--- src/rtl/la_pkg.sv ---
// Shared logic-analyzer definitions: capture FSM state encoding used by the
// capture controller and anything that observes its state.
package la_pkg;

  typedef enum logic [1:0] {
    IDLE    = 2'd0,
    CAPTURE = 2'd1,
    WAIT_RD = 2'd2
  } cap_state_e;

endpackage

--- src/rtl/addr_wrap_cnt.sv ---
// Modulo-ENTRIES address counter with synchronous load; shared by the capture
// write path and the dump read path.
module addr_wrap_cnt #(
  parameter int ENTRIES = 384,
  parameter int LOG2    = 9
) (
  input  logic            clk,
  input  logic            rst_n,
  input  logic            ld_i,
  input  logic [LOG2-1:0] ld_val_i,
  input  logic            inc_i,
  output logic [LOG2-1:0] cnt_o
);

  localparam logic [LOG2-1:0] LAST = LOG2'(ENTRIES - 1);

  logic [LOG2-1:0] cnt_q;

  always_ff @(posedge clk or negedge rst_n) begin
    if (!rst_n) begin
      cnt_q <= '0;
    end else if (ld_i) begin
      cnt_q <= ld_val_i;
    end else if (inc_i) begin
      cnt_q <= (cnt_q == LAST) ? '0 : cnt_q + 1'b1;
    end
  end

  assign cnt_o = cnt_q;

endmodule

--- src/rtl/capture_ctrl.sv ---
// Capture controller: fills the circular sample RAM, arms the trigger once
// enough pre-trigger history is stored, and stops trig_pos samples after it.
module capture_ctrl
  import la_pkg::*;
#(
  parameter int ENTRIES = 384,
  parameter int LOG2    = 9
) (
  input  logic            clk,
  input  logic            rst_n,
  input  logic            wrt_smpl,
  input  logic            run,
  input  logic            capture_done,
  input  logic            triggered,
  input  logic [LOG2-1:0] trig_pos,
  output logic            we,
  output logic [LOG2-1:0] waddr,
  output logic            set_capture_done,
  output logic            armed,
  output cap_state_e      dbg_state
);

  // wrt_smpl is a single-cycle strobe with no back-pressure: a sample offered
  // while we=0 is dropped, a sample with we=1 is written this same cycle.
  localparam logic [LOG2:0] FULL = (LOG2+1)'(ENTRIES);

  cap_state_e      state_q;
  logic [LOG2:0]   smpl_cnt_q;
  logic [LOG2:0]   smpl_cnt_d;
  logic [LOG2-1:0] trig_cnt_q;
  logic            trig_latched_q;
  logic            set_done_q;

  logic [LOG2:0]   trig_pos_x;
  logic [LOG2:0]   arm_thresh;
  logic            pos_ge_full;
  logic            done_hit;

  assign trig_pos_x  = {1'b0, trig_pos};
  assign pos_ge_full = (trig_pos_x >= FULL);
  assign arm_thresh  = FULL - trig_pos_x;
  assign smpl_cnt_d  = (smpl_cnt_q == FULL) ? FULL : smpl_cnt_q + 1'b1;
  assign done_hit    = trig_latched_q && (trig_cnt_q == trig_pos);

  assign armed = (state_q == CAPTURE) && (pos_ge_full || (smpl_cnt_q >= arm_thresh));
  assign we    = (state_q == CAPTURE) && run && wrt_smpl && !done_hit;

  addr_wrap_cnt #(
    .ENTRIES (ENTRIES),
    .LOG2    (LOG2)
  ) u_waddr (
    .clk      (clk),
    .rst_n    (rst_n),
    .ld_i     (1'b0),
    .ld_val_i ('0),
    .inc_i    (we),
    .cnt_o    (waddr)
  );

  always_ff @(posedge clk or negedge rst_n) begin
    if (!rst_n) begin
      state_q        <= IDLE;
      smpl_cnt_q     <= '0;
      trig_cnt_q     <= '0;
      trig_latched_q <= 1'b0;
      set_done_q     <= 1'b0;
    end else begin
      set_done_q <= 1'b0;
      case (state_q)
        IDLE: begin
          if (run && !capture_done) begin
            state_q        <= CAPTURE;
            smpl_cnt_q     <= '0;
            trig_cnt_q     <= '0;
            trig_latched_q <= 1'b0;
          end
        end
        CAPTURE: begin
          if (!run) begin
            state_q <= IDLE;
          end else if (done_hit) begin
            state_q    <= WAIT_RD;
            set_done_q <= 1'b1;
          end else begin
            if (we) begin
              smpl_cnt_q <= smpl_cnt_d;
              if (trig_latched_q) trig_cnt_q <= trig_cnt_q + 1'b1;
            end
            if (triggered && armed) trig_latched_q <= 1'b1;
          end
        end
        WAIT_RD: begin
          // The host bit is set one cycle after our pulse, so a still-clear
          // capture_done during the pulse cycle must not release us.
          if (!set_done_q && !capture_done) state_q <= IDLE;
        end
        default: state_q <= IDLE;
      endcase
    end
  end

  assign set_capture_done = set_done_q;
  assign dbg_state        = state_q;

endmodule
--- config.mk ---
export PLATFORM = sky130hd
export DESIGN_NAME = capture_ctrl
export DESIGN_NICKNAME = d
export VERILOG_FILES = /design/src/rtl/la_pkg.sv /design/src/rtl/addr_wrap_cnt.sv /design/src/rtl/capture_ctrl.sv
export SDC_FILE = /design/constraint.sdc
export NUM_CORES = 1
export LEC_CHECK = 0
export ABC_CLOCK_PERIOD_IN_PS = 4600
export BUFFER_PORTS_ARGS = -buffer_cell sky130_fd_sc_hd__buf_2
export CORE_MARGIN = 1
export CORE_UTILIZATION = 57
export CTS_CLUSTER_SIZE = 16
export DETAILED_ROUTE_END_ITERATION = 10
export GPL_TIMING_DRIVEN = 0
export PLACE_DENSITY = 0.85
export REMOVE_ABC_BUFFERS = 1
export SLEW_MARGIN = 40
export SYNTH_ARGS = -nofsm -noshare
export SYNTH_HDL_FRONTEND = slang
export SYNTH_HIERARCHICAL = 1
export SYNTH_SLANG_ARGS = --single-unit
--- constraint.sdc ---
create_clock -name clk -period 4.6 [get_ports clk]
set_input_delay 0.92 -clock clk [delete_from_list [all_inputs] [get_ports clk]]
set_output_delay 0.92 -clock clk [all_outputs]
set_load 0.02 [all_outputs]
==> results of run 1 <==
cell type report:
cell class	count	area, µm²	share of cell area (%)
clock buffers	7	96.34	3.605
inverters	7	26.28	0.9831
well taps	50	62.56	2.341
repair buffers	29	167.7	6.273
multi-input cells	225	1519	56.84
flip-flops and latches	32	800.8	29.96
stage by stage:
stage | utilization, % | std cells | power, mW | worst slack (ns) | area (µm²)
after floorplan | - | 264 | 0.4201 | 1.010 | 2346
after global placement | 63.72 | 342 | 0.4658 | 0.5600 | 2549
after detailed placement | 63.72 | 342 | 0.4726 | 0.5329 | 2549
after global routing | 66.81 | 350 | 0.7493 | 0.3524 | 2673
final | 66.81 | 350 | 0.7113 | 0.4924 | 2673
after CTS | 66.12 | 349 | 0.7116 | 0.5155 | 2645
critical path, stage by stage:
cell,delay [ns]
buf_2,0.13
nor2_1,0.14
nand3_1,0.12
nor2_1,0.16
nand2_1,0.12
xor2_1,0.17
ha_1,0.29
a21o_1,0.18
a21o_1,0.17
a221o_1,0.32
a21oi_1,0.23
nor2_1,0.08
buf_2,0.16
cells by family (layout without fill, tap and decap cells):
family          Yosys count  count (layout)  synth area share [%]
compound gates           63              63                 17.79
buf+inv                  18              43                 4.235
flops                    32              32                 33.88
other cells               1              16                0.1587
fa+ha+maj                15              15                 7.941
mux                       5               5                 2.118
simple gates            109             109                 27.58
xor+xnor                 17              17                 6.300
per-layer routing:
layer | vias up | global-route usage (%)
met5 | - | 0
met4 | 0 | 13.03
met3 | 12 | 4.655
met2 | 50 | 44.13
met1 | 999 | 33.15
li1 | 1052 | -
layout by cell type (no fill, tap or decap), types with 2 or more instances in the layout:
cell / n
nand2_1: 21
o31ai_1: 2
nor2b_1: 2
nor4_2: 2
dfrtp_1: 32
clkbuf_8: 7
nor4b_1: 2
and4_1: 5
or3_1: 6
nor2_1: 13
or4_1: 4
a22o_1: 2
nor4_1: 3
o21ai_0: 17
a21o_1: 3
ha_1: 15
conb_1: 16
nor3_1: 6
nor3b_1: 2
xnor2_1: 4
nand3_1: 13
buf_2: 28
nand4_1: 9
and2_1: 2
nand2b_1: 4
inv_1: 7
a31oi_1: 8
mux2i_1: 5
xor2_1: 13
o21a_1: 3
a2bb2oi_1: 3
o211ai_1: 2
and3_1: 6
a21oi_1: 11
path summary, 6_finish.rpt:
kind,from,end,slack (ns),cells after the start
setup / recovery,trig_pos[2],armed,0.49,13
hold / removal,rst_n,trig_cnt_q[8],0.48,1
setup reg to reg,trig_cnt_q[3],u_waddr/cnt_o[5],1.54,7
hold reg to reg,trig_cnt_q[2],trig_cnt_q[2],0.56,1
max in group asynchronous,rst_n,smpl_cnt_q[0],3.72,2
min in group clk,trig_cnt_q[2],trig_cnt_q[2],0.56,1
power by group through the flow:
stage	sequential, mW	clock [mW]	combinational [mW]
4_1_cts	0.331	0.243	0.137
5_1_grt	0.334	0.255	0.160
6_report	0.331	0.240	0.140
3_3_place_gp	0.334	0	0.131
2_1_floorplan	0.339	0	0.0812
3_5_place_dp	0.337	0	0.136
sequential cells by signal, summed over array words and instances (netlist names):
signal / cells
dbg_state: 2
set_capture_done: 1
smpl_cnt_q: 10
trig_cnt_q: 9
trig_latched_q: 1
u_waddr/cnt_o: 9
==> qor.csv, run 1 <==
stage;metric;value;unit
outcome;status;finished clean;
routing;Top Metal Used;met4;
timing;fin. max-slew vios;0;
grt;GRT Total Usage;26.64;%
synthesis;Syn. warnings;6;
timing;Worst slew margin;43.56;%
synthesis;Distinct cells, synth;57;
synthesis;Post-synth top cells;dfrtp_1 (32), nand2_1 (21), o21ai_0 (17);
grt;largest net degree at the start of global routing;33;
timing;min Tclk post-route;4.108;ns
timing;Worst Tran Pin Value;0.8466;ns
finish;antenna cells;0;
power_and_ir_drop;switching share of total power;30.90;%
finish;fin nets;330;
cts;postcts setup bufs;0;
synthesis;post-synthesis sequential area ratio;33.88;%
die;row count;23;
worst_setup_path;Arr. time, crit path;3.19;ns
worst_setup_path;CP required;3.68;ns
timing;Period Utilization, post-route;89.30;%
routing;Vias/cell;6.037;
synthesis;Syn Inst Count;260;
routing;detailed-route via count;2113;
routing;wl on met1;2437;µm
grt;gr ovfl total;0;
routing;met3 WL;209;µm
power_and_ir_drop;Internal;0.4915;mW
synthesis;number of flops mapped to enable cells by yosys;0;
place;GPL Wtd Cong;0.8673;
worst_setup_path;crit path max fanout;4;
synthesis;FFs w/ async S/R, synth;100.0;%
synthesis;area leader, netlist;dfrtp_1;
job;maxcap violations;0;
cts;worst-skew pair later-pin latency;0.29;ns
power_and_ir_drop;sequential power share;46.6;%
power_and_ir_drop;Leakage;1.253;nW
worst_hold_path;Min-Delay Path Class;in -> async;
power_and_ir_drop;Psw;0.2198;mW
finish;Fillers;330;
cts;Hold Buf Count CTS;0;
cts;Post-CTS Resized;0;
die;Starting Density;59.09;%
worst_setup_path;CP startpoint kind;input pin;
grt;vias in the first global route;1913;
routing;antenna-violating nets left;0;
timing;RSZ-0062 raised after global routing;no;
routing;initial DRC count;103;
timing;final hold vios;0;
synthesis;Synth area leaders;dfrtp_1 (34%), ha_1 (7.9%), xor2_1 (4.8%);
power_and_ir_drop;cell area power density;266.2;nW/µm²
cts;Root Driver;clkbuf_8;
die;die area;4408;µm²
timing;setup tns final;0;ns
synthesis;top-area cell type share of the netlist area;33.88;%
synthesis;Synth Flop Type;dfrtp_1;
place;port bufs;28;
routing;number of remaining DRC errors;0;
cts;CTS H-tree lvls;2;
cts;maximum clock insertion buffer count;2;
cts;clk sinks;32;
finish;share of layout cells above drive strength 1;14.33;%
power_and_ir_drop;Logic pwr share;19.7;%
timing;clk_skew;0.005501;ns
grt;initial antenna violation count;0;
power_and_ir_drop;Clock Power Share;33.8;%
die;Die X;66.40;µm
synthesis;flops & latches, synth;32;
timing;f_max;243.4;MHz
die;core area;4000;µm²
cts;CTS Buf Count;5;
die;Die Ht;66.40;µm
routing;met2 WL post-DR;2563;µm
routing;WL per Instance;15.24;µm
finish;area growth from synthesis to layout;13.08;%
cts;CTS tree;yes;
grt;first-pass GRT wire length;8749;µm
power_and_ir_drop;Peak VDD IR;172.4;µV
synthesis;top-count cell post-synth;dfrtp_1;
cts;clock transition at the registers of the reported paths;0.07;ns
synthesis;Mapped Area;2364;µm²
routing;WL final;5335;µm
worst_setup_path;Critical Path Sink Type;output port;
routing;drt pass-1 iters;5;
die;num ports;29;
timing;WHS;0.4754;ns
synthesis;Synth Area per Inst;9.090;µm²
worst_setup_path;WS Path Type;in -> out;
timing;Final setup viols;0;
place;post-DP HPWL;3842;µm
Power figures use the tool's default switching activity.
==> run 2: changes to the inputs <==
ABC_AREA = 1   (was not set)
SYNTH_HIERARCHICAL = not set   (was 1)
==> run 2 against run 1 <==
  * Critical path depth shrank 1
  * Cell count grew 23%
  * Via count grew 9.8%
  * Synthesized cell count grew 34%
  * Worst setup slack gained 0.16 ns
  * Critical path type unchanged
  * Critical endpoint unchanged
==> qor.csv, run 2 <==
stage;metric;value;unit;change
synthesis;Syn. warnings;0;;was 6
worst_setup_path;CP top delay family;simple AND/OR/NAND/NOR gates;;was compound AO/OA/AOI/OAI gates
cts;maximum clock insertion buffer count;2;;unchanged
timing;post-route setup slack;0.6561;ns;was 0.4924 ns
cts;Post-CTS Resized;0;;unchanged
worst_setup_path;slowest stage delay, CP;0.29;ns;was 0.32 ns
timing;setup tns final;0;ns;unchanged
power_and_ir_drop;Leakage;1.458;nW;was 1.253 nW
finish;share of layout cells above drive strength 1;13.72;%;was 14.33%
synthesis;post-synthesis sequential area ratio;32.85;%;was 33.88%
timing;clk_skew;0.005993;ns;was 0.005501 ns
timing;Worst Tran Pin Value;0.5503;ns;was 0.8466 ns
timing;final hold vios;0;;unchanged
synthesis;number of flops mapped to enable cells by yosys;0;;unchanged
cts;clk sinks;32;;unchanged
timing;RSZ-0062 raised after global routing;no;;unchanged
finish;Reg with most FFs;smpl_cnt_q;;unchanged
synthesis;area leader, netlist;dfrtp_1;;unchanged
routing;antenna-violating nets left;0;;unchanged
cts;Root Driver;clkbuf_8;;unchanged
cts;worst-skew pair later-pin latency;0.29;ns;about the same
grt;GRT Total Usage;26.99;%;was 26.64%
worst_setup_path;CP required;3.68;ns;about the same
power_and_ir_drop;Peak VDD IR;353.7;µV;was 172.4 µV
place;post-DP HPWL;3917;µm;was 3842 µm
worst_setup_path;CP cell instances;buf_2, nor3_1, nand3_1, nor3_1, xor2_1, ha_1, a21o_1, a31oi_1, nand3_1, nand2_1, inv_1, buf_2;;was buf_2, nor2_1, nand3_1, nor2_1, nand2_1, xor2_1, ha_1, a21o_1, a21o_1, a221o_1, a21oi_1, nor2_1, buf_2
timing;WHS;0.5060;ns;was 0.4754 ns
timing;fin. max-slew vios;0;;unchanged
finish;max reg flops;10;;unchanged
grt;M1 GR Usage;33.93;%;was 33.15%
synthesis;Synth Area per Inst;6.984;µm²;was 9.090 µm²
worst_setup_path;crit path max fanout;5;;was 4
grt;met2 usage;44.38;%;was 44.13%
routing;initial DRC count;164;;was 103
die;row count;23;;unchanged
cts;Hold Buf Count CTS;0;;unchanged
worst_setup_path;WS Path Type;in -> out;;unchanged
cts;CTS Buf Count;5;;unchanged
die;Die Ht;67.39;µm;was 66.40 µm
die;die area;4541;µm²;was 4408 µm²
place;Place WS;0.6633;ns;was 0.5329 ns
timing;Final setup viols;0;;unchanged
synthesis;Post-synth top cells;nand2_1 (99), inv_1 (44), nand3_1 (35);;was dfrtp_1 (32), nand2_1 (21), o21ai_0 (17)
synthesis;Synth area leaders;dfrtp_1 (33%), nand2_1 (15%), ha_1 (7.7%);;was dfrtp_1 (34%), ha_1 (7.9%), xor2_1 (4.8%)
synthesis;Synth Flop Type;dfrtp_1;;unchanged
grt;GRT met3 Usage;6.419;%;was 4.655%
synthesis;FFs w/ async S/R, synth;100.0;%;unchanged
cts;postcts setup bufs;0;;unchanged
grt;first-pass GRT wire length;9170;µm;was 8749 µm
synthesis;flops & latches, synth;32;;unchanged
synthesis;Syn Inst Count;349;;was 260
grt;initial antenna violation count;0;;unchanged
outcome;status;finished clean;;unchanged
finish;Storage cell area;800.8;µm²;unchanged
worst_hold_path;Min-Delay Path Class;reg -> reg;;was in -> async
grt;busiest grt layer;met2;;unchanged
routing;Vias/cell;5.410;;was 6.037
place;port bufs;28;;unchanged
finish;fin nets;408;;was 330
place;dpl cells;421;;was 342
synthesis;top-count cell post-synth;nand2_1;;was dfrtp_1
grt;vias in the first global route;2162;;was 1913
die;Starting Density;60.07;%;was 59.09%
die;Die X;67.39;µm;was 66.40 µm
finish;area growth from synthesis to layout;12.11;%;was 13.08%
routing;WL final;5372;µm;was 5335 µm
grt;gr ovfl total;0;;unchanged
die;num ports;29;;unchanged
die;core area;4058;µm²;was 4000 µm²
timing;Period Utilization, post-route;85.74;%;was 89.30%
job;maxcap violations;0;;unchanged
worst_setup_path;CP startpoint kind;input pin;;unchanged
worst_setup_path;Crit-path slowest cell;nor3_1;;was a221o_1
worst_setup_path;reg2reg setup slack;2.25;ns;was 1.54 ns
finish;Multi-input gate area;1424;µm²;was 1519 µm²
routing;WL per Instance;12.52;µm;was 15.24 µm
worst_setup_path;Critical Path Sink Type;output port;;unchanged
timing;Worst slew margin;63.10;%;was 43.56%
finish;most frequent cells in the layout;nand2_1 (99), inv_1 (44), nand3_1 (35);;was dfrtp_1 (32), buf_2 (28), nand2_1 (21)
worst_setup_path;Buf/Inv on CP;3;;was 2
synthesis;top-area cell type share of the netlist area;32.85;%;was 33.88%
timing;f_max;253.6;MHz;was 243.4 MHz
synthesis;Distinct cells, synth;36;;was 57
power_and_ir_drop;Final Total Pwr;1.281;mW;was 0.7113 mW
finish;most common cell after layout, fill and taps aside;nand2_1;;was dfrtp_1
finish;Fillers;331;;was 330
routing;number of remaining DRC errors;0;;unchanged
finish;fin cells;429;;was 350
worst_setup_path;Arr. time, crit path;3.02;ns;was 3.19 ns
finish;antenna cells;0;;unchanged
synthesis;Mapped Area;2437;µm²;was 2364 µm²
cts;CTS tree;yes;;unchanged
cts;clock transition at the registers of the reported paths;0.07;ns;about the same
grt;largest net degree at the start of global routing;33;;unchanged
routing;detailed-route via count;2321;;was 2113
power_and_ir_drop;cell area power density;468.8;nW/µm²;was 266.2 nW/µm²
cts;CTS H-tree lvls;2;;unchanged
place;GPL Wtd Cong;0.8525;;was 0.8673
timing;min Tclk post-route;3.944;ns;was 4.108 ns
routing;drt pass-1 iters;5;;unchanged
run 2: cell types whose count changed in the layout (fill, tap and decap cells not counted), sizes merged, moves of 5 or more:
cell / change
nor2: +21
and4: -6
o21ai: -5
and3: -6
nand3: +25
inv: +40
or3: -5
conb: -16
mux2i: -5
nand2: +81
a31oi: -7
run 2: power by group:
group	leakage, nW	internal [mW]	switching [mW]
Clock	0.0645	0.191	0.108
Sequential	0.427	0.341	0.0707
Combinational	0.967	0.168	0.402
run 2: kinds of logic (layout without fill, tap and decap cells):
family	Yosys count	count (layout)	synth area share (%)
AOI/OAI and AO/OA	31	31	7.546
DFF	32	32	32.85
xor gates and xnor gates	17	17	6.109
and+or+nand+nor	201	201	37.06
buffers and inverters	53	83	8.727
adders and majority gates	15	15	7.700
run 2: layer usage:
| layer | wire (µm) | vias to the layer above | part of all wire (%) |
|---|---|---|---|
| met5 | 0 | - | 0 |
| met4 | 61 | 0 | 1.1 |
| met3 | 256 | 5 | 4.8 |
| met2 | 2565 | 58 | 48 |
| met1 | 2489 | 1076 | 46 |
| li1 | - | 1182 | - |
run 2: cell type report:
class | count | share of cell area (%)
clock inverters | 1 | 1.099
multi-input cells | 264 | 52.11
inverters | 47 | 6.456
well taps | 50 | 2.289
clock buffers | 7 | 3.526
flip-flops and latches | 32 | 29.30
repair buffers | 28 | 5.220
run 2: tightest hold or removal path: stages (launching register included):
cell and delay (ns):
dfrtp_1 0.37, nand2_1 0.06, nand2_1 0.05
run 2: worst paths after layout:
check / start / to / depth (start not counted)
min in group asynchronous: rst_n / trig_cnt_q[1] / 1
max in group asynchronous: rst_n / smpl_cnt_q[9] / 1
worst min-delay path: trig_cnt_q[8] / trig_cnt_q[8] / 2
worst min register to register: trig_cnt_q[8] / trig_cnt_q[8] / 2
worst max register to register: dbg_state[1] / smpl_cnt_q[1] / 8
worst max-delay path: trig_pos[0] / armed / 12
run 2: metrics by stage:
stage / area [µm²] / util, %
3_5_place_dp: 2604 / 64.17
5_1_grt: 2733 / 67.35
2_1_floorplan: 2401 / -
6_report: 2733 / 67.35
3_3_place_gp: 2604 / 64.17
4_1_cts: 2730 / 67.28
==> run 3: changes to the inputs <==
PLACE_DENSITY = not set   (was 0.85)
PLACE_DENSITY_LB_ADDON = 0.1   (was not set)
==> run 3 against run 2 <==
  * First-iteration DRC count down 35%
  * Global-route usage hardly changed
  * Clock power shrank 10%
  * Combinational power about the same
  * Fmax is 1.7% lower
  * Hold slack got worse by 0.0077 ns
  * Wire length down 2.3%
  * Clock skew decreased by 0.0030 ns
  * Sequential power hardly changed
  * Critical endpoint unchanged
  * Largest cell class unchanged
  * Largest power group unchanged
==> qor.csv, run 3 (synthesis results as in run 2) <==
stage;metric;value;unit;change
outcome;status;finished clean;;unchanged
timing;Worst slew margin;59.70;%;was 63.10%
place;Place WS;0.6287;ns;was 0.6633 ns
routing;detailed-route via count;2308;;was 2321
finish;Storage cell area;800.8;µm²;unchanged
worst_setup_path;most frequent CP cell;inv_1;;
die;Die X;67.39;µm;unchanged
worst_setup_path;CP startpoint kind;input pin;;unchanged
routing;initial DRC count;107;;was 164
worst_setup_path;Worst Reg-to-Reg Cells;8;;unchanged
grt;first-pass GRT wire length;9121;µm;was 9170 µm
power_and_ir_drop;Leakage;1.449;nW;was 1.458 nW
power_and_ir_drop;Peak VDD IR;382.1;µV;was 353.7 µV
worst_setup_path;CP required;3.68;ns;about the same
grt;largest net degree at the start of global routing;33;;unchanged
timing;RSZ-0062 raised after global routing;no;;unchanged
worst_hold_path;Min-Delay Path Class;reg -> reg;;unchanged
routing;Vias/cell;5.380;;was 5.410
timing;setup tns final;0;ns;unchanged
worst_setup_path;Critical Path Sink Type;output port;;unchanged
timing;f_max;249.3;MHz;was 253.6 MHz
worst_setup_path;RR Endpoint;smpl_cnt_q[7];;was smpl_cnt_q[1]
cts;clock transition at the registers of the reported paths;0.07;ns;about the same
die;row count;23;;unchanged
cts;maximum clock insertion buffer count;2;;unchanged
die;core area;4058;µm²;unchanged
timing;post-route setup slack;0.5880;ns;was 0.6561 ns
finish;share of layout cells above drive strength 1;13.46;%;was 13.72%
grt;vias in the first global route;2085;;was 2162
worst_setup_path;Crit-path slowest cell;ha_1;;was nor3_1
timing;clk_skew;0.002945;ns;was 0.005993 ns
timing;final hold vios;0;;unchanged
place;port bufs;28;;unchanged
finish;most frequent cells in the layout;nand2_1 (99), inv_1 (44), nand3_1 (35);;unchanged
finish;area growth from synthesis to layout;11.34;%;was 12.11%
grt;gr ovfl total;0;;unchanged
worst_setup_path;Arr. time, crit path;3.09;ns;was 3.02 ns
die;Starting Density;60.07;%;unchanged
grt;GRT Total Usage;26.99;%;about the same
die;die area;4541;µm²;unchanged
cts;CTS tree;yes;;unchanged
cts;worst-skew pair later-pin latency;0.29;ns;about the same
timing;Worst Tran Pin Value;0.6010;ns;was 0.5503 ns
cts;Hold Buf Count CTS;0;;unchanged
cts;Root Driver;clkbuf_8;;unchanged
worst_setup_path;Buf/Inv on CP;5;;was 3
worst_setup_path;crit path max fanout;3;;was 5
routing;WL per Instance;12.23;µm;was 12.52 µm
finish;Reg with most FFs;smpl_cnt_q;;unchanged
routing;number of remaining DRC errors;0;;unchanged
worst_hold_path;hold path start;trig_cnt_q[8];;unchanged
worst_hold_path;Worst Hold End;trig_cnt_q[8];;unchanged
timing;fin. max-slew vios;0;;unchanged
worst_setup_path;slowest stage delay, CP;0.30;ns;was 0.29 ns
timing;Period Utilization, post-route;87.22;%;was 85.74%
place;post-DP HPWL;3882;µm;was 3917 µm
worst_setup_path;reg2reg setup slack;2.22;ns;was 2.25 ns
power_and_ir_drop;cell area power density;460.5;nW/µm²;was 468.8 nW/µm²
worst_setup_path;WS Path Type;in -> out;;unchanged
routing;WL final;5248;µm;was 5372 µm
timing;Final setup viols;0;;unchanged
place;GPL Wtd Cong;0.8982;;was 0.8525
worst_setup_path;CP cell instances;buf_2, inv_1, ha_1, nand4_1, o21ai_0, xor2_1, inv_1, ha_1, nand4_1, nor3_1, o21ai_0, nand3_1, nand2_1, inv_1, buf_2;;was buf_2, nor3_1, nand3_1, nor3_1, xor2_1, ha_1, a21o_1, a31oi_1, nand3_1, nand2_1, inv_1, buf_2
die;num ports;29;;unchanged
finish;Multi-input gate area;1424;µm²;unchanged
finish;most common cell after layout, fill and taps aside;nand2_1;;unchanged
cts;postcts setup bufs;0;;unchanged
die;Die Ht;67.39;µm;unchanged
routing;drt pass-1 iters;4;;was 5
finish;antenna cells;0;;unchanged
worst_setup_path;CP top delay family;simple AND/OR/NAND/NOR gates;;unchanged
grt;initial antenna violation count;0;;unchanged
cts;clk sinks;32;;unchanged
routing;antenna-violating nets left;0;;unchanged
cts;Post-CTS Resized;0;;unchanged
worst_setup_path;worst r2r src;dbg_state[1];;unchanged
job;maxcap violations;0;;unchanged
timing;min Tclk post-route;4.012;ns;was 3.944 ns
finish;max reg flops;10;;unchanged
worst_hold_path;Hold Crit Depth;2;;unchanged
cts;CTS Buf Count;5;;unchanged
finish;fin nets;408;;unchanged
finish;Fillers;365;;was 331
cts;CTS H-tree lvls;2;;unchanged
==> run 3: cell count changes in the layout (fill, tap and decap cells not counted) <==
cell      change
clkbuf_8      -2
clkbuf_1      +1
clkinv_2      +1
==> run 3: per-layer routing <==
| layer | routed length [µm] | share of wire (%) | vias to the layer above | GRT usage, % |
|---|---|---|---|---|
| met2 | 2280 | 43 | 63 | 44.50 |
| met5 | 0 | 0 | - | 0 |
| met3 | 281 | 5.4 | 6 | 6.419 |
| met1 | 2618 | 50 | 1058 | 34.25 |
| li1 | - | - | 1181 | - |
| met4 | 67 | 1.3 | 0 | 9.574 |
==> run 3: how the worst max path moves through the flow <==
stage,from,to,slack (ns),cells past startpoint
2_1_floorplan,trig_pos[1],armed,1.16,13
3_3_place_gp,trig_pos[0],armed,0.64,13
3_5_place_dp,trig_pos[0],armed,0.63,15
4_1_cts,trig_pos[0],armed,0.61,15
5_1_grt,trig_pos[0],armed,0.36,15
6_report,trig_pos[1],armed,0.59,15
==> run 3: worst reg2reg max path, cell delays in order, from the launching register on <==
cell and delay, ns:
dfrtp_1 0.43, nor2_2 0.24, inv_2 0.20, nor2_2 0.19, nand3_2 0.24, nand2_2 0.44, nand3_2 0.32, nand2_1 0.14
nand2_1 0.05
==> run 3: power breakdown <==
group,switching (mW),internal (mW),total [mW]
registers,0.0702,0.341,0.412
logic,0.403,0.167,0.570
clock network,0.108,0.161,0.268
==> run 3: final cells by class <==
type | instances | share of cell area, %
multi-input combinational | 264 | 52.47
sequential | 32 | 29.51
inverter | 47 | 6.501
timing repair buffer | 28 | 5.256
clock buffer | 6 | 2.674
tap | 50 | 2.305
clock inverter | 2 | 1.291
==> run 3: per-stage QoR <==
stage,util [%],instances,cell area [µm²],hold slack (ns),power (mW)
CTS,66.82,429,2711,0.5027,1.253
floorplan,-,343,2401,0.4633,0.8099
detailed placement,64.17,421,2604,0.4849,0.9848
finish,66.88,429,2714,0.4983,1.250
global route,66.88,429,2714,0.5485,1.347
global placement,64.17,421,2604,0.4791,0.9748
